## src/rtl/kgp_adder_if.sv

```systemverilog
// kgp_adder_if: valid/ready operand and result bus for kgp_adder_pipe
interface kgp_adder_if #(parameter int WIDTH = 16);
  logic             in_valid;
  logic             in_ready;
  logic [WIDTH-1:0] in_a;
  logic [WIDTH-1:0] in_b;
  logic             in_cin;
  logic             in_sub;
  logic             out_valid;
  logic             out_ready;
  logic [WIDTH-1:0] out_sum;
  logic             out_cout;
  logic             out_ovf;
  modport master (
    output in_valid, in_a, in_b, in_cin, in_sub, out_ready,
    input  in_ready, out_valid, out_sum, out_cout, out_ovf
  );
  modport slave (
    input  in_valid, in_a, in_b, in_cin, in_sub, out_ready,
    output in_ready, out_valid, out_sum, out_cout, out_ovf
  );
endinterface

```

## src/rtl/kgp_adder_pipe.sv

```systemverilog
// kgp_adder_pipe: 3-stage Kogge-Stone add/sub with valid/ready; KGP_ADDER_SAT_EN enables signed saturation
module kgp_adder_pipe #(
  parameter int WIDTH = 16
) (
  input  logic       clk,
  input  logic       rst,
  kgp_adder_if.slave bus
);
  logic             en;
  logic             v1, v2, v3;
  logic [WIDTH-1:0] a1, b1;
  logic             c01;
  logic [WIDTH:0]   c2;
  logic [WIDTH-1:0] p2;
  logic [WIDTH-1:0] sum3;
  logic             cout3, ovf3;
  logic [WIDTH:0]   gv, pv, ng, np;
  logic [WIDTH-1:0] raw, sum_n;
  logic             ovf_n;
  assign en            = bus.out_ready | ~v3;
  assign bus.in_ready  = en;
  assign bus.out_valid = v3;
  assign bus.out_sum   = sum3;
  assign bus.out_cout  = cout3;
  assign bus.out_ovf   = ovf3;
  // node 0 is the carry-in (G or K, never P); node k holds the carry into bit k
  always_comb begin
    gv = {a1 & b1, c01};
    pv = {a1 ^ b1, 1'b0};
    ng = '0;
    np = '0;
    for (int s = 1; s <= WIDTH; s = s * 2) begin
      ng = gv;
      np = pv;
      for (int k = s; k <= WIDTH; k++) begin
        ng[k] = gv[k] | (pv[k] & gv[k-s]);
        np[k] = pv[k] & pv[k-s];
      end
      gv = ng;
      pv = np;
    end
  end
  assign raw   = p2 ^ c2[WIDTH-1:0];
  assign ovf_n = c2[WIDTH] ^ c2[WIDTH-1];
`ifdef KGP_ADDER_SAT_EN
  assign sum_n = ovf_n ? {~raw[WIDTH-1], {(WIDTH-1){raw[WIDTH-1]}}} : raw;
`else
  assign sum_n = raw;
`endif
  always_ff @(posedge clk) begin
    if (rst) begin
      v1    <= 1'b0;
      v2    <= 1'b0;
      v3    <= 1'b0;
      a1    <= '0;
      b1    <= '0;
      c01   <= 1'b0;
      c2    <= '0;
      p2    <= '0;
      sum3  <= '0;
      cout3 <= 1'b0;
      ovf3  <= 1'b0;
    end else if (en) begin
      v1    <= bus.in_valid;
      a1    <= bus.in_a;
      b1    <= bus.in_sub ? ~bus.in_b : bus.in_b;
      c01   <= bus.in_sub | bus.in_cin;
      v2    <= v1;
      c2    <= gv;
      p2    <= a1 ^ b1;
      v3    <= v2;
      sum3  <= sum_n;
      cout3 <= c2[WIDTH];
      ovf3  <= ovf_n;
    end
  end
endmodule
```

## src/flat_wrapper.sv

```systemverilog
// flat-port wrapper written by rule: the top's interface ports become plain ports
module kgp_adder_pipe_flat 
#(
  parameter int WIDTH = 16
)
  (clk, rst, bus_in_valid, bus_in_a, bus_in_b, bus_in_cin, bus_in_sub, bus_out_ready, bus_in_ready, bus_out_valid, bus_out_sum, bus_out_cout, bus_out_ovf);
  kgp_adder_if #(.WIDTH(WIDTH)) bus_i ();
  input  logic clk;
  input  logic rst;
  input wire logic [$bits(bus_i.in_valid)-1:0] bus_in_valid;
  input wire logic [$bits(bus_i.in_a)-1:0] bus_in_a;
  input wire logic [$bits(bus_i.in_b)-1:0] bus_in_b;
  input wire logic [$bits(bus_i.in_cin)-1:0] bus_in_cin;
  input wire logic [$bits(bus_i.in_sub)-1:0] bus_in_sub;
  input wire logic [$bits(bus_i.out_ready)-1:0] bus_out_ready;
  output wire logic [$bits(bus_i.in_ready)-1:0] bus_in_ready;
  output wire logic [$bits(bus_i.out_valid)-1:0] bus_out_valid;
  output wire logic [$bits(bus_i.out_sum)-1:0] bus_out_sum;
  output wire logic [$bits(bus_i.out_cout)-1:0] bus_out_cout;
  output wire logic [$bits(bus_i.out_ovf)-1:0] bus_out_ovf;
  assign bus_i.in_valid = bus_in_valid;
  assign bus_i.in_a = bus_in_a;
  assign bus_i.in_b = bus_in_b;
  assign bus_i.in_cin = bus_in_cin;
  assign bus_i.in_sub = bus_in_sub;
  assign bus_i.out_ready = bus_out_ready;
  assign bus_in_ready = bus_i.in_ready;
  assign bus_out_valid = bus_i.out_valid;
  assign bus_out_sum = bus_i.out_sum;
  assign bus_out_cout = bus_i.out_cout;
  assign bus_out_ovf = bus_i.out_ovf;
  kgp_adder_pipe #(.WIDTH(WIDTH)) u_core (.clk(clk), .rst(rst), .bus(bus_i));
endmodule
```

## config.mk

```make
export PLATFORM = sky130hd
export DESIGN_NAME = kgp_adder_pipe_flat
export DESIGN_NICKNAME = d
export VERILOG_FILES = /design/src/rtl/kgp_adder_if.sv /design/src/rtl/kgp_adder_pipe.sv /design/src/flat_wrapper.sv
export SDC_FILE = /design/constraint.sdc
export NUM_CORES = 1
export LEC_CHECK = 0
export CORE_MARGIN = 2
export CORE_UTILIZATION = 53
export DETAILED_ROUTE_END_ITERATION = 6
export PLACE_DENSITY = 0.87
export SLEW_MARGIN = 10
export SYNTH_ARGS = -nofsm -noshare
export SYNTH_HDL_FRONTEND = slang
export SYNTH_SLANG_ARGS = --single-unit
```

## constraint.sdc

```tcl
create_clock -name clk -period 2.2 [get_ports clk]
set_clock_uncertainty 0.2 [all_clocks]
set_input_delay 0.44 -clock clk [delete_from_list [all_inputs] [get_ports clk]]
set_output_delay 0.44 -clock clk [all_outputs]
set_load 0.01 [all_outputs]
```

==> results of run 1 <==
## state kept, by name, summed over array words and instances (netlist names)
| name | count |
|---|---|
| u_core.c2 | 17 |
| u_core.a1 | 16 |
| u_core.b1 | 16 |
| u_core.bus.out_sum | 16 |
| u_core.p2 | 16 |
| u_core.bus.out_cout | 1 |
| u_core.bus.out_ovf | 1 |
| u_core.bus.out_valid | 1 |
| u_core.c01 | 1 |
| u_core.v1 | 1 |
| u_core.v2 | 1 |
## path summary, 6_finish.rpt
path | end | depth (start not counted) | slack [ps] | startpoint
min | u_core.a1[0]$_SDFFE_PP0P_ | 2 | 260 | u_core.a1[0]$_SDFFE_PP0P_
max | bus_in_ready | 4 | 130 | bus_out_ready
max reg2reg | u_core.c2[15]$_SDFFE_PP0P_ | 6 | 160 | u_core.b1[4]$_SDFFE_PP0P_
min reg2reg | u_core.a1[0]$_SDFFE_PP0P_ | 2 | 260 | u_core.a1[0]$_SDFFE_PP0P_
## repair_timing
item | 4_1_cts | 5_1_grt
endpoints found under the setup margin | 1 | 1
endpoints found under the hold margin | 0 | 0
gates resized for setup | 1 | 3
pin swaps | 0 | 1
## layer usage
metal  vias to the layer above  GRT usage (%)  wire, microns
met4                         0           9.78            201
met2                       128           36.2           3880
met1                      1523           30.1           3780
met3                        21           4.94            544
li1                       1635              -              -
met5                         -              0              0
## critical path, cell delays in order
cell and delay, ps:
clkdlybuf4s50_1 450, nor2b_4 140, clkinv_2 100, dlygate4sd2_1 290
## final cells by class
class                      instances  area [sq um]
sequential                        87          1740
fill                             547          2190
inverter                           1          5.00
clock buffer                      12           145
tap                               96           120
multi-input combinational        324          1930
clock inverter                     3          20.0
timing repair buffer              70           674
## per-stage QoR
step / hold WS (ps) / total power (W)
final: 263 / 0.00331
after global routing: 281 / 0.00346
after global placement: 240 / 0.00234
after floorplan: 232 / 0.00213
after detailed placement: 253 / 0.00236
after CTS: 263 / 0.00331
## report_power, final
part	total [W]	internal (W)	switching (W)	leakage, nW
clock network	0.000967	0.000434	0.000533	0.0785
logic	0.000566	0.000294	0.000272	1.03
registers	0.00177	0.00169	0.0000789	0.718
total	0.00331	0.00242	0.000884	1.82
## placed cells by master, fill, tap and decap left out, types with 2 or more instances in the layout
cell / n
xnor2_1: 33
clkbuf_1: 2
buf_4: 12
o221a_2: 2
a21o_1: 4
nand3_1: 2
ha_1: 13
nor2_1: 54
o21a_1: 4
a21oi_1: 51
nand4_1: 2
o21ai_0: 7
clkdlybuf4s50_1: 55
a211oi_1: 42
nand2_1: 83
dfxtp_1: 87
clkinvlp_4: 2
o211ai_1: 3
clkinv_2: 2
ha_4: 2
clkbuf_8: 10
nor3_1: 5
## kinds of logic (layout without fill, tap and decap cells)
kind of cell	after synthesis	count (layout)	share of synthesized area [%]
buffers and inverters	32	86	3.36
XOR/XNOR	33	33	7.68
multiplexers	1	1	0.266
flip-flops	87	87	46.3
AO/OA/AOI/OAI	124	124	21.5
AND/OR/NAND/NOR	150	150	15.6
adder cells (fa/ha/maj)	16	16	5.32
==> flow_summary_export.csv, run 1 <==
group,metric,value,unit
status,status,"finished, final reports clean",
cells_and_area,areaGrowthSynthToFinish,23.2,%
setup_path,critical_path_class,"primary input to output port",
global_routing,grt_overflow,0,
cells_and_area,nNetsFinal,547,
sta,worst_slack,134,ps
logic_synthesis,synth_top_area_share,46.3,%
global_routing,groute.usage.overall,22.8,%
clock_tree,cts_root_buffer,"clkbuf_8",
pwr,powerDensity,713,mW/mm^2
setup_path,critPathRequiredTime,1560,ps
logic_synthesis,synth_most_common_cell,"dfxtp_1",
global_routing,grt_max_degree,49,
routing,routed_wirelength,8410,microns
floorplan,num_rows,30,
setup_path,start_kind,"primary input",
routing,num_vias,3307,
clock_tree,ctsHoldBuffers,0,
sta,final-setup-viol-count,0,
routing,drt-initial-drc-count,240,
sta,grt_setup_unrepaired,"no",
cells_and_area,fin_util,67.9,%
placement,placed_area,0.00445,sq mm
logic_synthesis,netlist_top_cells_count,"87 x dfxtp_1, 83 x nand2_1, 54 x nor2_1",
floorplan,pin_count,58,
global_routing,antenna_found_initial,0,
routing,drc_errors,0,
logic_synthesis,netlist_instances,443,
sta,slew_headroom,71.0,%
placement,place_worst_setup_slack,-115,ps
floorplan,die_w,88.3,microns
clock_tree,htree_levels,3,
placement,dp.cells,578,
cells_and_area,design_area,0.00464,sq mm
sta,fmax,484,MHz
cells_and_area,drive_above_1_share,7.24,%
logic_synthesis,yosys-top-cells-area,"dfxtp_1 46%, a211oi_1 8.4%, nand2_1 8.3%, xnor2_1 7.7%, a21oi_1 6.8%",
setup_path,critical_path_arrival,1430,ps
placement,dp_hpwl,5970,microns
clock_tree,clockBufferDepth,2,
floorplan,die_area,0.00779,sq mm
cells_and_area,antenna_cells,0,
logic_synthesis,synth_edf_count,0,
routing,viasPerCell,5.58,
placement,port_buffers,57,
sta,finalHoldViolCount,0,
worst_hold_path,hp-class,"register to register",
flow_run,max_cap_violations,0,
pwr,p_leak,1.82,nW
setup_path,crit_fanout,3,
clock_tree,cts_setup_buffers,0,
floorplan,coreArea,0.00683,sq mm
logic_synthesis,yosys.area.top_type,"dfxtp_1",
sta,final_max_slew_viol_count,0,
floorplan,initial_utilization,55.1,%
logic_synthesis,async_flop_share,0,%
clock_tree,cts_made_buffers,9,
logic_synthesis,syn_area,0.00376,sq mm
sta,fin_crit,2070,ps
global_routing,grt_pass1_vias,3022,
clock_tree,clkSlewWorstSetupHoldPaths,80,ps
clock_tree,clkSinkCount,87,
cells_and_area,final_cell_count_no_fill,593,
setup_path,cp-end-kind,"output port",
logic_synthesis,yosysUniqueCellTypes,35,
routing,antenna_left,0,
logic_synthesis,ys_seq_area_share,46.3,%
sta,tns,0,ps
placement,globalplace.congestion,0.877,
logic_synthesis,synth_fp_nets,497,
routing,drt_first_pass_iters,5,
global_routing,grt_pass1_wl,13800,microns
logic_synthesis,synth_ff_type,"dfxtp_1",
logic_synthesis,syn_avg_cell_area,8.50,sq um
clock_tree,clock_latency,350,ps
logic_synthesis,ys_seq_elements,87,
clock_tree,cts_tree,"done",
sta,post-route-period-util,93.9,%
floorplan,chipHeight,88.3,microns
routing,routedWlPerCell,14.2,microns
sta,tightest_slew,434,ps
pwr,irDropWorstVdd,0.373,mV
logic_synthesis,yosysWarningCount,0,
No activity file was read; power rests on OpenSTA's default activity.
==> inputs of run 2 (changes only) <==
--- a/config.mk
+++ b/config.mk
@@ -5,7 +5,7 @@
 export SDC_FILE = /design/constraint.sdc
 export NUM_CORES = 1
 export LEC_CHECK = 0
-export CORE_MARGIN = 2
+export CORE_MARGIN = 4
 export CORE_UTILIZATION = 53
 export DETAILED_ROUTE_END_ITERATION = 6
 export PLACE_DENSITY = 0.87
==> run 2 against run 1 <==
Against the previous run: global-route usage decreased by 2.0 points; utilization is 1.8 points higher; first-iteration DRC count down 2.1%; sequential cell count unchanged; combinational power increased by 2%; via count decreased by 1.3%; setup slack worse by 43 ps; sequential share of layout area is 1.0 points lower; critical path depth up 2; die area up 9.3%; fmax decreased by 2.0%; largest cell class unchanged; highest routed layer unchanged.
==> flow_summary_export.csv, run 2 (same netlist as run 1, synthesis figures left out) <==
group,metric,value,unit
sta,fmax,474,MHz
setup_path,cp-end-kind,"register",
setup_path,critical_path_arrival,2130,ps
setup_path,start_kind,"register",
setup_path,rr_worst_depth,6,
routing,drc_errors,0,
pwr,p_leak,1.88,nW
floorplan,initial_utilization,55.1,%
routing,drt-initial-drc-count,235,
clock_tree,htree_levels,3,
floorplan,num_rows,30,
cells_and_area,final_cell_mix,"87 x dfxtp_1, 83 x nand2_1, 55 x clkdlybuf4s50_1",
setup_path,rr_startpoint,"u_core.b1[12]$_SDFFE_PP0P_",
cells_and_area,regMostFlops,"u_core.c2",
sta,tns,0,ps
global_routing,grt_overflow,0,
pwr,swShare,24.7,%
setup_path,critical_path_class,"register to register",
routing,num_vias,3264,
setup_path,crit_end,"u_core.c2[15]$_SDFFE_PP0P_",
sta,final_max_slew_viol_count,0,
sta,post-route-period-util,95.9,%
sta,whs,261,ps
floorplan,pin_count,58,
setup_path,reg2reg_slack,90,ps
pwr,powerDensity,784,mW/mm^2
pwr,clkPwrFrac,37.0,%
routing,routed_wirelength,8710,microns
clock_tree,clockBufferDepth,2,
setup_path,r2r-end,"u_core.c2[15]$_SDFFE_PP0P_",
floorplan,chipHeight,92.3,microns
cells_and_area,design_area,0.00476,sq mm
cells_and_area,largest_register_ff_count,17,
clock_tree,clkSlewWorstSetupHoldPaths,90,ps
global_routing,grt_pass1_wl,14400,microns
placement,placed_area,0.00446,sq mm
placement,dp_hpwl,5830,microns
pwr,irDropWorstVdd,0.484,mV
clock_tree,clock_latency,360,ps
floorplan,coreArea,0.00683,sq mm
cells_and_area,nNetsFinal,546,
setup_path,crit_chain,"ha_1 > a21oi_1 > nor2_1 > a211oi_1 > and3_1 > a2111oi_4",
placement,globalplace.congestion,0.864,
worst_hold_path,min_path_cells,2,
cells_and_area,n_fill_cell,550,
setup_path,startpoint,"u_core.b1[12]$_SDFFE_PP0P_",
flow_run,max_cap_violations,0,
setup_path,critPathRequiredTime,2220,ps
sta,finalHoldViolCount,0,
pwr,comb_power_share,15.5,%
pwr,fin_total_pwr,0.00373,W
pwr,seq_power_share,47.5,%
floorplan,die_w,92.3,microns
cells_and_area,drive_above_1_share,7.85,%
clock_tree,clkSinkCount,87,
clock_tree,cts_made_buffers,9,
worst_hold_path,hp-class,"register to register",
routing,viasPerCell,5.50,
clock_tree,cts_tree,"done",
global_routing,antenna_found_initial,0,
placement,port_buffers,57,
pwr,p_switching,0.000923,W
cells_and_area,antenna_cells,0,
global_routing,groute.usage.overall,20.8,%
setup_path,cpPeakStageDelay,480,ps
sta,fin_crit,2110,ps
pwr,p_int,0.00281,W
setup_path,cp_slowest_cell,"a211oi_1",
sta,slew_headroom,60.4,%
status,status,"finished, final reports clean",
clock_tree,cts_setup_buffers,0,
clock_tree,cts_root_buffer,"clkbuf_8",
sta,final-setup-viol-count,0,
cells_and_area,final_common_cell,"dfxtp_1",
setup_path,crit_fanout,5,
cells_and_area,areaGrowthSynthToFinish,26.6,%
routing,antenna_left,0,
global_routing,grt_pass1_vias,3050,
routing,routedWlPerCell,14.7,microns
floorplan,die_area,0.00852,sq mm
sta,tightest_slew,590,ps
routing,drt_first_pass_iters,4,
global_routing,grt_max_degree,53,
==> run 2: cell types whose count changed in the layout (fill, tap and decap cells not counted) <==
cell | before | now
a31oi_2 | 0 | 1
a2111oi_2 | 1 | 0
clkbuf_8 | 10 | 11
clkinvlp_4 | 2 | 0
a2111oi_4 | 0 | 1
a31oi_1 | 1 | 0
buf_4 | 12 | 9
clkinv_4 | 0 | 1
buf_12 | 1 | 3
clkbuf_1 | 2 | 0
bufinv_16 | 0 | 3
==> run 2: how the worst min path moves through the flow <==
stage / startpoint / end / slack (ps)
2_1_floorplan: u_core.v1$_SDFFE_PP0P_ / u_core.v1$_SDFFE_PP0P_ / 230
3_3_place_gp: u_core.v1$_SDFFE_PP0P_ / u_core.v1$_SDFFE_PP0P_ / 240
3_5_place_dp: u_core.a1[11]$_SDFFE_PP0P_ / u_core.a1[11]$_SDFFE_PP0P_ / 250
4_1_cts: u_core.a1[11]$_SDFFE_PP0P_ / u_core.a1[11]$_SDFFE_PP0P_ / 260
5_1_grt: u_core.a1[11]$_SDFFE_PP0P_ / u_core.a1[11]$_SDFFE_PP0P_ / 280
6_report: u_core.a1[5]$_SDFFE_PP0P_ / u_core.a1[5]$_SDFFE_PP0P_ / 260
==> run 2: cell type report <==
cell class | count | area, sq um | share of cell area [%]
multi-input cells | 324 | 1950 | 40.9
well taps | 96 | 120 | 2.52
clock buffers | 11 | 151 | 3.18
repair buffers | 69 | 692 | 14.5
flip-flops and latches | 87 | 1740 | 36.6
clock inverters | 5 | 104 | 2.18
inverters | 1 | 5.00 | 0.105
==> run 2: power by group through the flow <==
stage	sequential [W]	combinational (W)	clock, W
final	0.00177	0.000578	0.00138
after global routing	0.00179	0.000633	0.00146
after CTS	0.00177	0.000560	0.00139
after detailed placement	0.00181	0.000551	0
after global placement	0.00180	0.000539	0
after floorplan	0.00180	0.000329	0
==> run 2: repair_timing <==
| item | 4_1_cts | 5_1_grt |
|---|---|---|
| pin swaps | 0 | 1 |
| endpoints found under the setup margin | 1 | 1 |
| hold buffers | 0 | 0 |
| gates resized for setup | 1 | 6 |
==> run 2: per-layer routing <==
layer / vias to the layer above / share of wire (%) / GRT usage, %
met5: - / 0 / 0
met1: 1508 / 45 / 27.6
met3: 15 / 6.7 / 4.43
met2: 107 / 46 / 33.2
met4: 0 / 2.0 / 8.04
li1: 1634 / - / -
==> run 2: worst max-delay path, delay by kind of cell (launching register included) <==
family                     cells  cell delay (ps)
and+or+nand+nor                2              390
AOI/OAI and AO/OA              3              700
DFF                            1              330
adders and majority gates      1              360
==> run 2: stage by stage <==
step                      instances  worst slack, ps  utilization, %
after global placement          577            -63.4            65.3
after detailed placement        577            -62.6            65.3
after global routing            593            -29.7            69.7
final                           593             90.8            69.7
after CTS                       593             43.6            69.1
after floorplan                 443              308               -
==> inputs of run 3 (changes only) <==
--- a/config.mk
+++ b/config.mk
@@ -5,7 +5,6 @@
 export SDC_FILE = /design/constraint.sdc
 export NUM_CORES = 1
 export LEC_CHECK = 0
-export CORE_MARGIN = 4
 export CORE_UTILIZATION = 53
 export DETAILED_ROUTE_END_ITERATION = 6
 export PLACE_DENSITY = 0.87
==> run 3 against run 2 <==
Against the previous run: cell area is 1.9% lower; largest power group unchanged; critical path type unchanged; setup slack worse by 19 ps; combinational power is 2% lower; sequential share of layout area is 0.70 points higher; count of clock-buffer cells in the layout is 1 higher; clock power is 21% lower; fmax is 0.89% lower; sequential cell count stayed put; worst hold slack better by 3.9 ps; sequential power hardly changed.
==> flow_summary_export.csv, run 3 (same netlist as run 1, synthesis figures left out) <==
group,metric,value,unit
pwr,irDropWorstVdd,0.327,mV
global_routing,grt_pass1_vias,3012,
placement,port_buffers,57,
clock_tree,clkSlewWorstSetupHoldPaths,90,ps
clock_tree,cts_root_buffer,"clkbuf_8",
sta,final-setup-viol-count,0,
cells_and_area,antenna_cells,0,
pwr,powerDensity,732,mW/mm^2
routing,routed_wirelength,8000,microns
setup_path,critPathRequiredTime,2240,ps
cells_and_area,final_common_cell,"dfxtp_1",
placement,dp_hpwl,5560,microns
floorplan,chipHeight,86.3,microns
routing,drt-initial-drc-count,270,
worst_hold_path,hp-class,"register to register",
cells_and_area,regMostFlops,"u_core.c2",
global_routing,grt_pass1_wl,13600,microns
routing,num_vias,3216,
pwr,fin_total_pwr,0.00342,W
routing,drc_errors,0,
clock_tree,cts_tree,"done",
setup_path,rr_worst_depth,6,
setup_path,startpoint,"u_core.b1[1]$_SDFFE_PP0P_",
placement,globalplace.congestion,0.825,
floorplan,die_area,0.00744,sq mm
floorplan,pin_count,58,
sta,post-route-period-util,96.7,%
floorplan,initial_utilization,55.1,%
sta,fmax,470,MHz
global_routing,grt_max_degree,54,
routing,antenna_left,0,
clock_tree,clkSinkCount,87,
clock_tree,cts_setup_buffers,0,
setup_path,reg2reg_slack,70,ps
clock_tree,htree_levels,3,
cells_and_area,final_cell_mix,"87 x dfxtp_1, 83 x nand2_1, 55 x clkdlybuf4s50_1",
global_routing,groute.usage.overall,23.0,%
global_routing,antenna_found_initial,0,
routing,routedWlPerCell,13.5,microns
sta,finalHoldViolCount,0,
sta,whs,265,ps
setup_path,crit_end,"u_core.c2[15]$_SDFFE_PP0P_",
floorplan,num_rows,30,
floorplan,die_w,86.3,microns
cells_and_area,drive_above_1_share,7.44,%
clock_tree,cts_made_buffers,9,
setup_path,crit_fanout,5,
setup_path,critical_path_arrival,2170,ps
setup_path,r2r-end,"u_core.c2[15]$_SDFFE_PP0P_",
clock_tree,ctsHoldBuffers,0,
clock_tree,clock_latency,350,ps
setup_path,cp-end-kind,"register",
flow_run,max_cap_violations,0,
setup_path,rr_startpoint,"u_core.b1[1]$_SDFFE_PP0P_",
sta,fin_crit,2130,ps
cells_and_area,nNetsFinal,546,
status,status,"finished, final reports clean",
global_routing,grt_overflow,0,
floorplan,coreArea,0.00683,sq mm
pwr,p_leak,1.84,nW
clock_tree,clockBufferDepth,2,
setup_path,start_kind,"register",
sta,slew_headroom,70.6,%
routing,drt_first_pass_iters,5,
worst_hold_path,min-delay-start,"u_core.a1[12]$_SDFFE_PP0P_",
setup_path,critical_path_class,"register to register",
routing,viasPerCell,5.42,
sta,tightest_slew,438,ps
cells_and_area,areaGrowthSynthToFinish,24.2,%
sta,final_max_slew_viol_count,0,
cells_and_area,largest_register_ff_count,17,
-- run 3: cell types whose count changed in the layout (fill, tap and decap cells not counted) --
cell	before	now
bufinv_16	3	1
clkbuf_1	0	2
clkinv_2	2	4
a2111oi_2	0	1
a2111oi_4	1	0
buf_12	3	2
buf_4	9	10
clkbuf_8	11	10
clkinv_4	1	0
-- run 3: timing repair --
item | 4_1_cts | 5_1_grt
gates resized for setup | 1 | 4
endpoints found under the setup margin | 1 | 1
cloned | 0 | 0
pin swaps | 0 | 1
-- run 3: worst min-delay path by stage --
stage                            endpoint  slack (ps)  cells past startpoint
2_1_floorplan      u_core.v1$_SDFFE_PP0P_         230                      2
3_3_place_gp       u_core.v1$_SDFFE_PP0P_         240                      2
3_5_place_dp       u_core.v2$_SDFFE_PP0P_         250                      2
4_1_cts            u_core.v2$_SDFFE_PP0P_         260                      2
5_1_grt         u_core.a1[7]$_SDFFE_PP0P_         280                      2
6_report       u_core.a1[12]$_SDFFE_PP0P_         260                      2
-- run 3: metal layers --
metal | part of all wire, % | wire length [microns] | global-route usage, %
met3 | 5.0 | 397 | 5.52
met4 | 1.6 | 126 | 8.03
met2 | 46 | 3670 | 36.4
met1 | 48 | 3800 | 30.8
met5 | 0 | 0 | 0
-- run 3: critical path, stage by stage (launching register included) --
cell and delay (ps):
dfxtp_1 330, ha_1 380, nand4_1 110, o221a_2 300, a21oi_2 200, a31oi_2 150
a2111oi_2 350
-- run 3: report_power, final --
group / internal [W] / switching (W) / total, W
Combinational: 0.000296 / 0.000267 / 0.000564
Sequential: 0.00170 / 0.0000792 / 0.00177
Clock: 0.000552 / 0.000534 / 0.00109
Total: 0.00254 / 0.000880 / 0.00342
-- run 3: layout make-up --
cell class | count | area [sq um]
clock buffer | 12 | 145
clock inverter | 4 | 45.0
fill | 535 | 2160
inverter | 1 | 5.00
multi-input combinational | 324 | 1940
sequential | 87 | 1740
tap | 96 | 120
timing repair buffer | 69 | 679
-- run 3: metrics by stage --
step           TNS (ps)  util (%)  std cells  worst slack (ps)  cell area [sq um]
2_1_floorplan         0         -        443               308               3760
3_3_place_gp       -219      65.2        577             -65.9               4450
3_5_place_dp       -788      65.2        577             -99.5               4450
4_1_cts               0      67.9        593              18.3               4640
5_1_grt           -3.06      68.4        593             -1.65               4670
6_report              0      68.4        593              71.8               4670
